### src/rtl/spatial_mult_accumulator_if.sv
// Product-in / result-out handshake bundle for spatial_mult_accumulator.
// slave = accumulator side, master = producer/consumer side.
interface spatial_mult_accumulator_if #(
    parameter int PROD_WIDTH = 18,
    parameter int ACC_WIDTH  = 32
);
    logic                  prod_valid;
    logic [PROD_WIDTH-1:0] prod;
    logic                  prod_ready;
    logic                  acc_valid;
    logic [ACC_WIDTH-1:0]  acc_data;
    logic                  acc_ready;

    modport slave (
        input  prod_valid, prod, acc_ready,
        output prod_ready, acc_valid, acc_data
    );

    modport master (
        output prod_valid, prod, acc_ready,
        input  prod_ready, acc_valid, acc_data
    );
endinterface

### src/rtl/spatial_mult_accumulator.sv
// Accumulates num_terms signed products into a wide accumulator and hands the sum out.
// Define SPATIAL_MULT_ACC_SATURATE_EN to clamp on overflow instead of wrapping.
module spatial_mult_accumulator #(
    parameter int PRECISION  = 8,
    parameter int PROD_WIDTH = PRECISION*2+2,
    parameter int ACC_WIDTH  = 32,
    parameter int CNT_WIDTH  = 16
) (
    input  logic                  clk,
    input  logic                  reset,
    input  logic                  start,
    input  logic [CNT_WIDTH-1:0]  num_terms,
    spatial_mult_accumulator_if.slave bus,
    output logic                  busy,
    output logic                  overflow
);
    typedef enum logic [1:0] {IDLE, ACCUM, DONE} state_t;

    state_t               state_q, state_d;
    logic [ACC_WIDTH-1:0] acc_q, acc_d;
    logic [CNT_WIDTH-1:0] cnt_q, cnt_d;
    logic [CNT_WIDTH-1:0] nterms_q, nterms_d;
    logic                 ovf_q, ovf_d;

    logic [ACC_WIDTH-1:0] prod_ext;
    logic [ACC_WIDTH:0]   sum;
    logic                 add_ovf;
    logic [ACC_WIDTH-1:0] add_res;
    logic [CNT_WIDTH-1:0] cnt_inc;

    assign prod_ext = ACC_WIDTH'($signed(bus.prod));
    assign sum      = {acc_q[ACC_WIDTH-1], acc_q} + {prod_ext[ACC_WIDTH-1], prod_ext};
    // Extra sum bit disagrees with the result sign exactly when same-sign operands flip sign.
    assign add_ovf  = sum[ACC_WIDTH] ^ sum[ACC_WIDTH-1];
    assign cnt_inc  = cnt_q + 1'b1;

`ifdef SPATIAL_MULT_ACC_SATURATE_EN
    always_comb begin
        add_res = sum[ACC_WIDTH-1:0];
        if (add_ovf)
            add_res = acc_q[ACC_WIDTH-1] ? {1'b1, {(ACC_WIDTH-1){1'b0}}}
                                         : {1'b0, {(ACC_WIDTH-1){1'b1}}};
    end
`else
    assign add_res = sum[ACC_WIDTH-1:0];
`endif

    always_comb begin
        state_d        = state_q;
        acc_d          = acc_q;
        cnt_d          = cnt_q;
        nterms_d       = nterms_q;
        ovf_d          = ovf_q;
        bus.prod_ready = 1'b0;
        bus.acc_valid  = 1'b0;
        case (state_q)
            IDLE: begin
                if (start) begin
                    nterms_d = num_terms;
                    acc_d    = '0;
                    cnt_d    = '0;
                    ovf_d    = 1'b0;
                    state_d  = (num_terms == '0) ? DONE : ACCUM;
                end
            end
            ACCUM: begin
                bus.prod_ready = 1'b1;
                if (bus.prod_valid) begin
                    acc_d = add_res;
                    ovf_d = ovf_q | add_ovf;
                    cnt_d = cnt_inc;
                    if (cnt_inc == nterms_q)
                        state_d = DONE;
                end
            end
            DONE: begin
                bus.acc_valid = 1'b1;
                if (bus.acc_ready)
                    state_d = IDLE;
            end
            default: state_d = IDLE;
        endcase
    end

    always_ff @(posedge clk) begin
        if (!reset) begin
            state_q  <= IDLE;
            acc_q    <= '0;
            cnt_q    <= '0;
            nterms_q <= '0;
            ovf_q    <= 1'b0;
        end else begin
            state_q  <= state_d;
            acc_q    <= acc_d;
            cnt_q    <= cnt_d;
            nterms_q <= nterms_d;
            ovf_q    <= ovf_d;
        end
    end

    assign bus.acc_data = acc_q;
    assign busy         = (state_q != IDLE);
    assign overflow     = ovf_q;
endmodule

### src/flat_wrapper.sv
// flat-port wrapper written by rule: the top's interface ports become plain ports
module spatial_mult_accumulator_flat 
#(
    parameter int PRECISION  = 8,
    parameter int PROD_WIDTH = PRECISION*2+2,
    parameter int ACC_WIDTH  = 32,
    parameter int CNT_WIDTH  = 16
)
  (clk, reset, start, num_terms, busy, overflow, bus_prod_valid, bus_prod, bus_acc_ready, bus_prod_ready, bus_acc_valid, bus_acc_data);
  spatial_mult_accumulator_if #(.PROD_WIDTH(PROD_WIDTH), .ACC_WIDTH(ACC_WIDTH)) bus_i ();
  input  logic clk;
  input  logic reset;
  input  logic start;
  input  logic [CNT_WIDTH-1:0] num_terms;
  output logic busy;
  output logic overflow;
  input wire logic [$bits(bus_i.prod_valid)-1:0] bus_prod_valid;
  input wire logic [$bits(bus_i.prod)-1:0] bus_prod;
  input wire logic [$bits(bus_i.acc_ready)-1:0] bus_acc_ready;
  output wire logic [$bits(bus_i.prod_ready)-1:0] bus_prod_ready;
  output wire logic [$bits(bus_i.acc_valid)-1:0] bus_acc_valid;
  output wire logic [$bits(bus_i.acc_data)-1:0] bus_acc_data;
  assign bus_i.prod_valid = bus_prod_valid;
  assign bus_i.prod = bus_prod;
  assign bus_i.acc_ready = bus_acc_ready;
  assign bus_prod_ready = bus_i.prod_ready;
  assign bus_acc_valid = bus_i.acc_valid;
  assign bus_acc_data = bus_i.acc_data;
  spatial_mult_accumulator #(.PRECISION(PRECISION), .PROD_WIDTH(PROD_WIDTH), .ACC_WIDTH(ACC_WIDTH), .CNT_WIDTH(CNT_WIDTH)) u_core (.clk(clk), .reset(reset), .start(start), .num_terms(num_terms), .bus(bus_i), .busy(busy), .overflow(overflow));
endmodule
### config.mk
export PLATFORM = sky130hd
export DESIGN_NAME = spatial_mult_accumulator_flat
export DESIGN_NICKNAME = d
export VERILOG_FILES = /design/src/rtl/spatial_mult_accumulator_if.sv /design/src/rtl/spatial_mult_accumulator.sv /design/src/flat_wrapper.sv
export SDC_FILE = /design/constraint.sdc
export NUM_CORES = 1
export LEC_CHECK = 0
export BUFFER_PORTS_ARGS = -buffer_cell sky130_fd_sc_hd__buf_4
export CORE_ASPECT_RATIO = 0.8
export CORE_UTILIZATION = 60
export CTS_BUF_LIST = sky130_fd_sc_hd__clkbuf_2 sky130_fd_sc_hd__clkbuf_4 sky130_fd_sc_hd__clkbuf_8
export DETAILED_ROUTE_END_ITERATION = 6
export GPL_ROUTABILITY_DRIVEN = 1
export GPL_TIMING_DRIVEN = 0
export PLACE_DENSITY = 0.84
export REMOVE_ABC_BUFFERS = 1
export SKIP_CTS_REPAIR_TIMING = 1
export SLEW_MARGIN = 5
export SYNTH_ARGS = -nofsm -noshare
export SYNTH_HDL_FRONTEND = slang
export SYNTH_SLANG_ARGS = --single-unit
### constraint.sdc
create_clock -name clk -period 6.5 [get_ports clk]
set_input_delay 0.975 -clock clk [delete_from_list [all_inputs] [get_ports clk]]
set_output_delay 0.975 -clock clk [all_outputs]
set_load 0.005 [all_outputs]
After elaboration in Yosys (flattened, before gate mapping):

Index checks and enable logic that the tools add are counted.

* logic and storage cells: 40
* register bits after elaboration: 67
* output and inout port bits: 36
* input bits: 39

* equal/unequal tests: 7
* reductions and logical operators: 7
* mux-type cells: 17
* add/subtract/negate cells: 2
* bitwise logic cells: 2

Operators by type and width (count)
* $mux 32: 2
* $pmux 32 s2: 1
* $add 32x18->33: 1
* $mux 16: 2
* $pmux 16 s2: 1
* $add 16x1->16 const B: 1
* $eq 16x16->1: 1
* $logic_not 16->1: 1
* $mux 2: 5
* $ne 2x2->1 const B: 3
* $pmux 2 s3: 1
* $mux 1: 4
* $reduce_and 4->1: 1
* $reduce_bool 2->1: 2
* $reduce_and 3->1: 1
* $eq 2x1->1 const B: 1
* $eq 2x2->1 const B: 1
* $logic_not 2->1: 1
* $ne 2x1->1 const B: 1
* $pmux 1 s2: 1
* $reduce_and 2->1: 1
* $or 1x1->1: 1
* $xor 1x1->1: 1

Depth between registers and ports, before layout:

Gate-level depths: netlist (run 1).

* depth after elaboration: 5
* mapped depth: 11

Worst setup path before layout (run 1):

No wires, ideal clock.

* kind: input to register
* start: input bus_prod[0]
* end: register u_core.acc_q[30] (netlist: u_core.bus.acc_data[30])
* arrival: 2.909 ns
* library setup time: 0.128 ns
* stages on the path: 11
* path slack: 3.462 ns
* cells stage by stage: ha_1 fa_1 a211oi_1 o211ai_1 nand3_1 a211oi_1 o21ai_0 a31oi_1 a211oi_1 xor2_1 o21ai_0

* longest elaborated chain between the ends: 3

RTL lines
* from (decl): RTL line flat_wrapper.sv:18 `input wire logic [$bits(bus_i.prod)-1:0] bus_prod;`
* $add 32x18->33: RTL line spatial_mult_accumulator.sv:32 `assign sum = {acc_q[ACC_WIDTH-1], acc_q} + {prod_ext[ACC_WIDTH-1], prod_ext};`
* $mux 32: RTL line spatial_mult_accumulator.sv:68 `if (bus.prod_valid) begin`
* $pmux 32 s2: RTL line spatial_mult_accumulator.sv:56 `case (state_q)`
* to (signal assigned): RTL line spatial_mult_accumulator.sv:88 `acc_q <= '0;`
* to (signal assigned): RTL line spatial_mult_accumulator.sv:94 `acc_q <= acc_d;`
* to (decl): RTL line spatial_mult_accumulator.sv:20 `logic [ACC_WIDTH-1:0] acc_q, acc_d;`

Every way passes these cells. The select of a mux whose other input is x is not followed.
A chain may end at the register's enable or synchronous reset.

Worst setup path in the final report (run 1):

Ends and elaborated chain as after synthesis.

==> impl_metrics.yaml, run 1 <==
timing:
  slew_viol_final: 0
  fin_tns_setup_ns: 0
  setup_viol: 0
  hold_viol: 0
  relSlewSlack_pct: 36.6
  finClkSkew_ns: 0.0117
  worst_slew_pin_slew_ns: 0.950
  min_period_over_period_pct: 50.2
  rsz0062_at_grt: "no"
  finalCriticalPeriod_ns: 3.26
  max_freq_mhz: 307
synth:
  synth_top_family_by_area: "compound AO/OA/AOI/OAI gates"
  avgSynthCellArea_um2: 7.92
  synth_mux_area_share_pct: 0
  synth_enable_flop_cells: 0
  synth_top_area_share_pct: 28.7
  seq_area_frac_synth_pct: 28.7
  synthAdderAreaFrac_pct: 9.28
  netlist.top_cell.by_area: "dfxtp_1"
  async_flop_share_pct: 0
  synth_compound_area_share_pct: 24.9
  yosys-top-cells-area: "dfxtp_1 (29%), ha_1 (8.8%), nand2_1 (6.9%)"
  ys_types: 51
  synth_warnings: 0
  syn-cell-area_mm2: 0.00467
  syn_inst: 589
  yosys_register_bits: 67
  synthFlopType: "dfxtp_1"
  yosys.area_share.simple_pct: 23.9
  synth_xor_area_share_pct: 10.1
critical_path:
  crit_arrival_ns: 3.45
  cp-endpoint: "u_core.bus.acc_data[30]$_SDFFE_PN0P_"
  cp_common_cell: "a211oi_1"
  required_ns: 6.69
  path_max_fanout: 3
  crit_chain: "buf_4, ha_1, fa_1, a211oi_1, o211ai_1, nand3_1, a211oi_1, o21ai_0, a31oi_1, a211oi_1, xor2_1, o21ai_0"
  regToRegSetupSlack_ns: 3.63
  r2r_start: "u_core.bus.acc_data[0]$_SDFFE_PN0P_"
  startpoint: "bus_prod[0]"
  startpoint_type: "input port"
  reg2reg_to: "u_core.bus.acc_data[30]$_SDFFE_PN0P_"
  crit_slowest_cell: "fa_1"
  endpoint_kind: "register"
  rr_worst_depth: 11
  cpPeakStageDelay_ns: 0.42
  path_class: "input port to register"
clocking:
  cts.sinks: 67
  htreeDepth: 3
  cts_tree: "built"
  clkTransAtPathRegs_ns: 0.08
  numCtsBuffers: 9
  cts_buffer_depth: 2
  clk_latency_ns: 0.35
  cts-root-buf: "clkbuf_8"
placed_design:
  dp_hpwl_mm: 8.00
  portBuffers: 74
  gp_congestion: 0.923
  dp.cells: 741
detailed_routing:
  firstDrtPassIters: 5
  initialDrtViolationCount: 285
  viasPerCell: 5.84
  drt_wl_total_mm: 11.1
  vias: 4420
  routedWlPerCell_um: 14.7
  drc: 0
  ant_nets: 0
hold_path:
  worstHoldPathType: "register to register"
cells_and_area:
  fin_cells: 757
  layout.nets: 720
  fillCellCount: 599
  syn2layout_area_growth_pct: 15.8
  diodes: 0
  regArea_mm2: 0.00134
  multiInputGateArea_mm2: 0.00319
  drive_above_1_share_pct: 16.1
floorplanning:
  rows: 28
  die_height_um: 80.9
  io_pins: 75
  start_util_pct: 62.5
  dieArea_mm2: 0.00814
  die-width_um: 101
  coreArea_mm2: 0.00746
global_routing:
  gr-total-overflow: 0
  grt_pass1_wl_mm: 18.2
  grtUsageTotal_pct: 28.2
  antenna_found_initial: 0
  grt_pass1_vias: 3833
  grt_start_max_net_pins: 52
job:
  cap_violations: 0
power:
  ir_worst_vdd_mv: 0.133
  power_density_mw_per_mm2: 182
  p_leak_nw: 2.36
outcome:
  status: "completed"
==> per-stage QoR <==
stage	utilization [%]	worst slack, ns	total power (W)	area, um2	hold WS (ns)
floorplan	-	3.46	0.000595	4540	0.455
global placement	70.0	2.99	0.000668	5230	0.467
detailed placement	70.1	2.95	0.000675	5230	0.471
CTS	72.4	3.29	0.000988	5400	0.482
global route	72.4	3.01	0.00103	5400	0.507
finish	72.4	3.24	0.000983	5400	0.480
==> cell usage after synthesis, types with 16 or more instances <==
cell and n:
nor2b_1 30, xor2_1 31, clkbuf_1 23, nor2_1 24, a21o_1 21, ha_1 33
o21ai_0 50, dfxtp_1 67, a21boi_0 19, a21oi_1 45, nand2_1 86, xnor2_1 23
nand3_1 16
==> sequential cells by signal (all words and copies together), names as in the netlist <==
| register | flops |
|---|---|
| u_core.bus.acc_data | 32 |
| u_core.cnt_q | 16 |
| u_core.nterms_q | 16 |
| u_core.overflow | 1 |
| u_core.state_q | 2 |
==> critical path: cells and delay by family <==
kind                       cells  cell delay (ns)
AOI/OAI and AO/OA              7             1.45
buffers and inverters          1             0.11
adders and majority gates      2             0.62
xor gates and xnor gates       1             0.16
and+or+nand+nor                1             0.15
==> cell families (layout without fill, tap and decap cells) <==
| group | count (synthesis) | in the layout |
|---|---|---|
| and+or+nand+nor | 217 | 217 |
| AOI/OAI and AO/OA | 186 | 186 |
| DFF | 67 | 67 |
| xor gates and xnor gates | 54 | 54 |
| adders and majority gates | 34 | 34 |
| buffers and inverters | 31 | 94 |
==> layout by cell type (no fill, tap or decap), types with 3 or more instances in the layout <==
| cell | Yosys | final |
|---|---|---|
| nand2b_1 | 5 | 5 |
| ha_1 | 33 | 33 |
| nand2_1 | 86 | 86 |
| nor2b_1 | 30 | 30 |
| nor4_1 | 6 | 6 |
| inv_1 | 4 | 4 |
| nand3_1 | 16 | 16 |
| nand3b_1 | 3 | 3 |
| xor2_1 | 31 | 31 |
| a21oi_1 | 45 | 45 |
| a31oi_1 | 7 | 7 |
| and2_1 | 5 | 5 |
| o211ai_1 | 7 | 7 |
| and3_4 | 4 | 4 |
| a22oi_1 | 14 | 14 |
| a211oi_1 | 6 | 6 |
| and4_1 | 3 | 3 |
| nor3_1 | 14 | 14 |
| a21o_1 | 21 | 21 |
| clkbuf_8 | 0 | 9 |
| buf_4 | 0 | 74 |
| o31ai_1 | 3 | 3 |
| o21ai_0 | 50 | 50 |
| nor2_1 | 24 | 23 |
| and3_1 | 8 | 8 |
| dfxtp_1 | 67 | 67 |
| xnor2_1 | 23 | 23 |
| o21a_1 | 3 | 3 |
| a21boi_0 | 19 | 19 |
==> area by class of cell <==
cell class	count	area share (%)
well taps	105	2.43
clock buffers	9	2.29
inverters	4	0.278
flip-flops and latches	67	24.8
clock inverters	7	0.949
multi-input cells	491	58.9
repair buffers	74	10.3
==> worst min-delay path by stage <==
stage	start	to	slack, ns	depth (start not counted)
3_3_place_gp	u_core.nterms_q[7]$_SDFFE_PN0P_	u_core.nterms_q[7]$_SDFFE_PN0P_	0.47	2
6_report	u_core.nterms_q[6]$_SDFFE_PN0P_	u_core.nterms_q[6]$_SDFFE_PN0P_	0.48	2
4_1_cts	u_core.bus.acc_data[27]$_SDFFE_PN0P_	u_core.bus.acc_data[27]$_SDFFE_PN0P_	0.48	2
3_5_place_dp	u_core.overflow$_SDFFE_PN0P_	u_core.overflow$_SDFFE_PN0P_	0.47	2
5_1_grt	u_core.overflow$_SDFFE_PN0P_	u_core.overflow$_SDFFE_PN0P_	0.51	2
2_1_floorplan	u_core.nterms_q[10]$_SDFFE_PN0P_	u_core.nterms_q[10]$_SDFFE_PN0P_	0.46	2
==> report_power, final <==
| group | internal (W) | total [W] | switching (W) |
|---|---|---|---|
| combinational | 0.0000990 | 0.000225 | 0.000126 |
| clock | 0.000140 | 0.000314 | 0.000174 |
| sequential | 0.000428 | 0.000444 | 0.0000163 |
| total | 0.000667 | 0.000983 | 0.000316 |
==> metal layers <==
layer / track usage [%] / up-vias / routed length [um]
met5: 0 / - / 0
met4: 8.70 / 0 / 179
met3: 4.91 / 20 / 637
met2: 42.7 / 145 / 4710
met1: 40.6 / 2024 / 5580
li1: - / 2231 / -
(Power assumes the default switching activity.)
==> run 2, diff against run 1 <==
CORE_UTILIZATION = 53   (was 60)
PLACE_DENSITY = 0.78   (was 0.84)
clock period = 2.8 ns   (was 6.5 ns; I/O delays follow)
==> run 2 against run 1 <==
Clock power rose to 2.8 times the previous value. Global-route usage is 1.7 points lower. Wire length increased by 2.5%. Setup slack worse by 3.1 ns. Combinational power up 130%. Die area is 13% higher. Utilization decreased by 8.0 points. Critical endpoint is now u_core.overflow$_SDFFE_PN0P_. Highest routed layer unchanged.
==> impl_metrics.yaml, run 2 (synthesized netlist as in run 1, its figures left out) <==
critical_path:
  path_class: "register to register"
  rr_worst_depth: 11
  cpPeakStageDelay_ns: 0.38
  crit_arrival_ns: 2.83
  crit_chain: "ha_1, fa_2, a211oi_2, o211ai_1, nand3_1, nand2_1, a211o_1, nand2_1, o21ai_0, xnor2_1, o21ai_0"
  reg2reg_to: "u_core.overflow$_SDFFE_PN0P_"
  path_max_fanout: 4
  r2r_start: "u_core.bus.acc_data[0]$_SDFFE_PN0P_"
  endpoint_kind: "register"
  regToRegSetupSlack_ns: 0.19
  startpoint_type: "register"
  required_ns: 3.02
  crit_slowest_cell: "fa_2"
detailed_routing:
  vias: 4441
  routedWlPerCell_um: 14.9
  drt_wl_total_mm: 11.4
  drc: 0
  initialDrtViolationCount: 209
  ant_nets: 0
  viasPerCell: 5.81
  firstDrtPassIters: 5
global_routing:
  grt_pass1_wl_mm: 19.5
  gr-total-overflow: 0
  grtUsageTotal_pct: 26.5
  grt_start_max_net_pins: 52
  antenna_found_initial: 0
  grt_pass1_vias: 4194
hold_path:
  hold_path.startpoint: "start"
  holdPathEnd: "u_core.state_q[0]$_SDFFE_PN0P_"
  worstHoldPathType: "input port to register"
  holdPathStages: 3
timing:
  min_period_over_period_pct: 93.3
  setup_viol: 0
  slew_viol_final: 0
  max_freq_mhz: 383
  hold_viol: 0
  setup_ws_ns: 0.189
  worst_slew_pin_slew_ns: 0.954
  rsz0062_at_grt: "no"
  relSlewSlack_pct: 36.3
  finalCriticalPeriod_ns: 2.61
  finClkSkew_ns: 0.0100
cells_and_area:
  syn2layout_area_growth_pct: 17.6
  drive_above_1_share_pct: 17.3
  layout_commonest_cell: "nand2_1"
  final_cell_mix: "nand2_1 (85), buf_4 (74), dfxtp_1 (67), o21ai_0 (49), a21oi_1 (44)"
  fillCellCount: 739
  fin_cells: 764
  largest_reg_flops: 32
  layout.nets: 720
  diodes: 0
  final_util_pct: 64.4
clocking:
  htreeDepth: 3
  numCtsBuffers: 9
  clk_latency_ns: 0.36
  cts_tree: "built"
  cts_buffer_depth: 2
  cts-root-buf: "clkbuf_8"
  clkTransAtPathRegs_ns: 0.07
  cts.sinks: 67
job:
  cap_violations: 0
power:
  p_leak_nw: 2.39
  pwr-share-comb_pct: 21.6
  p_int_w: 0.00173
  power_density_mw_per_mm2: 445
  p_sw_w: 0.000712
  clkPwrFrac_pct: 36.1
  netSwitchingFraction_pct: 29.2
  seq_power_share_pct: 42.3
  ir_worst_vdd_mv: 0.391
floorplanning:
  start_util_pct: 54.8
  die_height_um: 85.9
  die-width_um: 107
  dieArea_mm2: 0.00919
  coreArea_mm2: 0.00852
  io_pins: 75
  rows: 30
placed_design:
  dp_hpwl_mm: 8.39
  dp.cells: 748
  place_ws_ns: -0.181
  gp_congestion: 0.877
  portBuffers: 74
outcome:
  status: "completed"
## run 2: changes by cell type in the layout (fill, tap and decap cells not counted), sizes merged
cell	change
bufinv	+2
clkinvlp	-2
inv	-2
clkbuf	+1
clkinv	+1
## run 2: how the worst max path moves through the flow
| stage | startpoint | end |
|---|---|---|
| floorplan | bus_prod[0] | u_core.bus.acc_data[30]$_SDFFE_PN0P_ |
| global placement | bus_prod[0] | u_core.bus.acc_data[30]$_SDFFE_PN0P_ |
| detailed placement | bus_prod[0] | u_core.bus.acc_data[30]$_SDFFE_PN0P_ |
| CTS | u_core.bus.acc_data[0]$_SDFFE_PN0P_ | u_core.bus.acc_data[30]$_SDFFE_PN0P_ |
| global route | u_core.cnt_q[0]$_SDFFE_PN0P_ | u_core.state_q[0]$_SDFFE_PN0P_ |
| finish | u_core.bus.acc_data[0]$_SDFFE_PN0P_ | u_core.overflow$_SDFFE_PN0P_ |
## run 2: power by group through the flow
stage	Sequential [W]	Clock, W	Combinational (W)
floorplan	0.00104	0	0.000336
global placement	0.00105	0	0.000504
detailed placement	0.00105	0	0.000519
CTS	0.00103	0.000897	0.000521
global route	0.00104	0.000942	0.000595
finish	0.00103	0.000881	0.000528
## run 2: per-layer routing
metal / up-vias / GRT usage, % / wire (um)
met5: - / 0 / 0
met4: 0 / 7.97 / 119
met3: 9 / 5.47 / 553
met2: 118 / 41.6 / 5100
met1: 2093 / 36.5 / 5600
li1: 2221 / - / -
## run 2: cell type report
type                            instances  area, um2  share of cell area, %
Tap cell                              112        140                   2.55
Clock inverter                          6       80.1                   1.46
Inverter                                4       15.0                  0.274
Timing Repair Buffer                   74        556                   10.1
Clock buffer                           10        131                   2.39
Multi-Input combinational cell        491       3230                   58.8
Sequential cell                        67       1340                   24.4
## run 2: worst max-delay path: cells and delay by family (launching register included)
family	cells	cell delay [ns]
xor gates and xnor gates	1	0.19
DFF	1	0.33
adders and majority gates	2	0.61
AOI/OAI and AO/OA	5	0.91
and+or+nand+nor	3	0.44
## run 2: through the flow
step           hold slack, ns  setup TNS, ns  area (um2)  power, W
3_5_place_dp            0.477         -0.395        5240   0.00157
4_1_cts                 0.320       -0.00518        5450   0.00245
5_1_grt                 0.329              0        5490   0.00257
2_1_floorplan           0.455              0        4540   0.00138
6_report                0.327              0        5490   0.00244
3_3_place_gp            0.463         -0.354        5240   0.00156
==> run 3, diff against run 2 <==
ABC_AREA = 1   (was not set)
CORE_UTILIZATION = 54   (was 53)
PLACE_DENSITY = 0.79   (was 0.78)
SLEW_MARGIN = 30   (was 5)
==> run 3 against run 2 <==
Hold slack worse by 0.0037 ns. Synthesized cell count grew 37%. Global-route usage grew 5.1 points.
==> impl_metrics.yaml, run 3 <==
synth:
  async_flop_share_pct: 0
  synth.most_common_cell: "nand2_1"
  avgSynthCellArea_um2: 6.19
  syn_inst: 806
  synth_enable_flop_cells: 0
  synth_warnings: 0
  yosys_register_bits: 67
  syn-cell-area_mm2: 0.00499
  yosys-top-cells-area: "dfxtp_1 (27%), nand2_1 (16%), a21oi_1 (12%)"
  synthFlopType: "dfxtp_1"
  netlist.top_cell.by_area: "dfxtp_1"
  synth_top_area_share_pct: 26.9
  seq_area_frac_synth_pct: 26.9
  ys_types: 34
  synth_common_cells: "nand2_1 (210), a21oi_1 (115), nor2_1 (87)"
placed_design:
  dp_hpwl_mm: 11.0
  portBuffers: 74
  gp_congestion: 0.972
  place_area_mm2: 0.00567
timing:
  worst_slew_pin_slew_ns: 0.865
  setup_viol: 0
  relSlewSlack_pct: 42.2
  min_period_over_period_pct: 92.9
  whs_ns: 0.324
  finalCriticalPeriod_ns: 2.60
  rsz0062_at_grt: "no"
  slew_viol_final: 0
  max_freq_mhz: 385
  finClkSkew_ns: 0.00661
  hold_viol: 0
floorplanning:
  coreArea_mm2: 0.00871
  io_pins: 75
  rows: 30
  start_util_pct: 57.3
  die-width_um: 109
  die_height_um: 88.0
  dieArea_mm2: 0.00963
critical_path:
  reg2reg_to: "u_core.bus.acc_data[29]$_SDFFE_PN0P_"
  required_ns: 3.09
  crit_arrival_ns: 2.89
  path_max_fanout: 5
  regToRegSetupSlack_ns: 0.20
  r2r_start: "u_core.bus.acc_data[12]$_SDFFE_PN0P_"
  path_class: "register to register"
  startpoint_type: "register"
  endpoint_kind: "register"
  rr_worst_depth: 9
job:
  cap_violations: 0
clocking:
  htreeDepth: 3
  cts.sinks: 67
  cts-root-buf: "clkbuf_8"
  clkTransAtPathRegs_ns: 0.07
  numCtsBuffers: 9
  clk_latency_ns: 0.36
  cts_buffer_depth: 2
  cts_tree: "built"
global_routing:
  gr-total-overflow: 0
  grt_busiest_layer: "met2"
  antenna_found_initial: 0
  grtUsageMet2_pct: 47.2
  grt_pass1_wl_mm: 23.4
  use_met3_pct: 9.15
  met1_usage_pct: 45.0
  grt_pass1_vias: 4999
  grtUsageTotal_pct: 31.6
  grt_start_max_net_pins: 46
power:
  p_leak_nw: 2.57
  power_density_mw_per_mm2: 583
  ir_worst_vdd_mv: 0.462
detailed_routing:
  routedWlPerCell_um: 14.6
  drt_wl_total_mm: 14.5
  drc: 0
  vias: 5646
  initialDrtViolationCount: 403
  viasPerCell: 5.69
  ant_nets: 0
  firstDrtPassIters: 6
hold_path:
  holdPathEnd: "u_core.nterms_q[2]$_SDFFE_PN0P_"
  holdPathStages: 3
  worstHoldPathType: "input port to register"
  hold_path.startpoint: "num_terms[2]"
cells_and_area:
  drive_above_1_share_pct: 13.4
  diodes: 0
  final_area_mm2: 0.00589
  largest_reg_flops: 32
  syn2layout_area_growth_pct: 18.1
  final_cell_mix: "nand2_1 (210), a21oi_1 (115), nor2_1 (87), buf_4 (74), inv_1 (72)"
  layout_commonest_cell: "nand2_1"
  regArea_mm2: 0.00134
  fillCellCount: 768
  layout.nets: 949
  multiInputGateArea_mm2: 0.00330
outcome:
  status: "completed"
run 3: how the worst max path moves through the flow:
stage	from	endpoint	slack (ns)	cells past startpoint
2_1_floorplan	u_core.state_q[0]$_SDFFE_PN0P_	u_core.bus.acc_data[13]$_SDFFE_PN0P_	0.69	8
3_3_place_gp	u_core.state_q[0]$_SDFFE_PN0P_	u_core.bus.acc_data[5]$_SDFFE_PN0P_	-0.44	8
3_5_place_dp	bus_prod[12]	u_core.bus.acc_data[29]$_SDFFE_PN0P_	0.17	11
4_1_cts	u_core.bus.acc_data[12]$_SDFFE_PN0P_	u_core.bus.acc_data[29]$_SDFFE_PN0P_	0.37	10
5_1_grt	u_core.bus.acc_data[12]$_SDFFE_PN0P_	u_core.bus.acc_data[29]$_SDFFE_PN0P_	0.09	9
6_report	u_core.bus.acc_data[12]$_SDFFE_PN0P_	u_core.bus.acc_data[29]$_SDFFE_PN0P_	0.20	9
run 3: metal layers:
metal / part of all wire (%) / vias up / routed length [um]
li1: - / 2841 / -
met1: 47 / 2564 / 6840
met2: 42 / 225 / 6060
met3: 10 / 16 / 1480
met4: 0.91 / 0 / 132
met5: 0 / - / 0
run 3: report_power, final:
part           total, W  switching, W  leakage (nW)  internal [W]
clock          0.000907      0.000398         0.116      0.000509
combinational   0.00135      0.000850          1.91      0.000500
sequential      0.00118      0.000103         0.546       0.00107
run 3: cell families (layout without fill, tap and decap cells):
family	count (synthesis)	in the layout	share of synthesized area [%]
flops	67	67	26.9
simple gates	414	414	36.0
buf+inv	91	166	6.97
xor+xnor	3	3	0.527
fa+ha+maj	34	34	8.68
compound gates	197	197	20.9
run 3: per-stage QoR:
stage	cells	util (%)	TNS, ns	power, W	setup slack [ns]
after floorplan	789	-	0	0.00202	0.695
after global placement	975	64.5	-6.23	0.00245	-0.441
after detailed placement	977	65.1	0	0.00252	0.171
after CTS	993	67.6	0	0.00343	0.365
after global routing	993	67.6	0	0.00366	0.0872
final	993	67.6	0	0.00343	0.200
run 3: critical path: stages (launching register included):
cell,delay [ns]
dfxtp_1,0.33
ha_1,0.35
nand2_1,0.14
nor2_1,0.37
nand2_1,0.09
o21ai_0,0.66
nand4_1,0.25
nand3_1,0.14
nand3_1,0.08
a21oi_1,0.12
run 3: area by class of cell:
| class | instances | area share, % |
|---|---|---|
| multi-input combinational | 648 | 56.1 |
| timing repair buffer | 76 | 10.2 |
| sequential | 67 | 22.8 |
| inverter | 74 | 4.72 |
| clock inverter | 3 | 0.744 |
| clock buffer | 13 | 3.04 |
| tap | 112 | 2.38 |
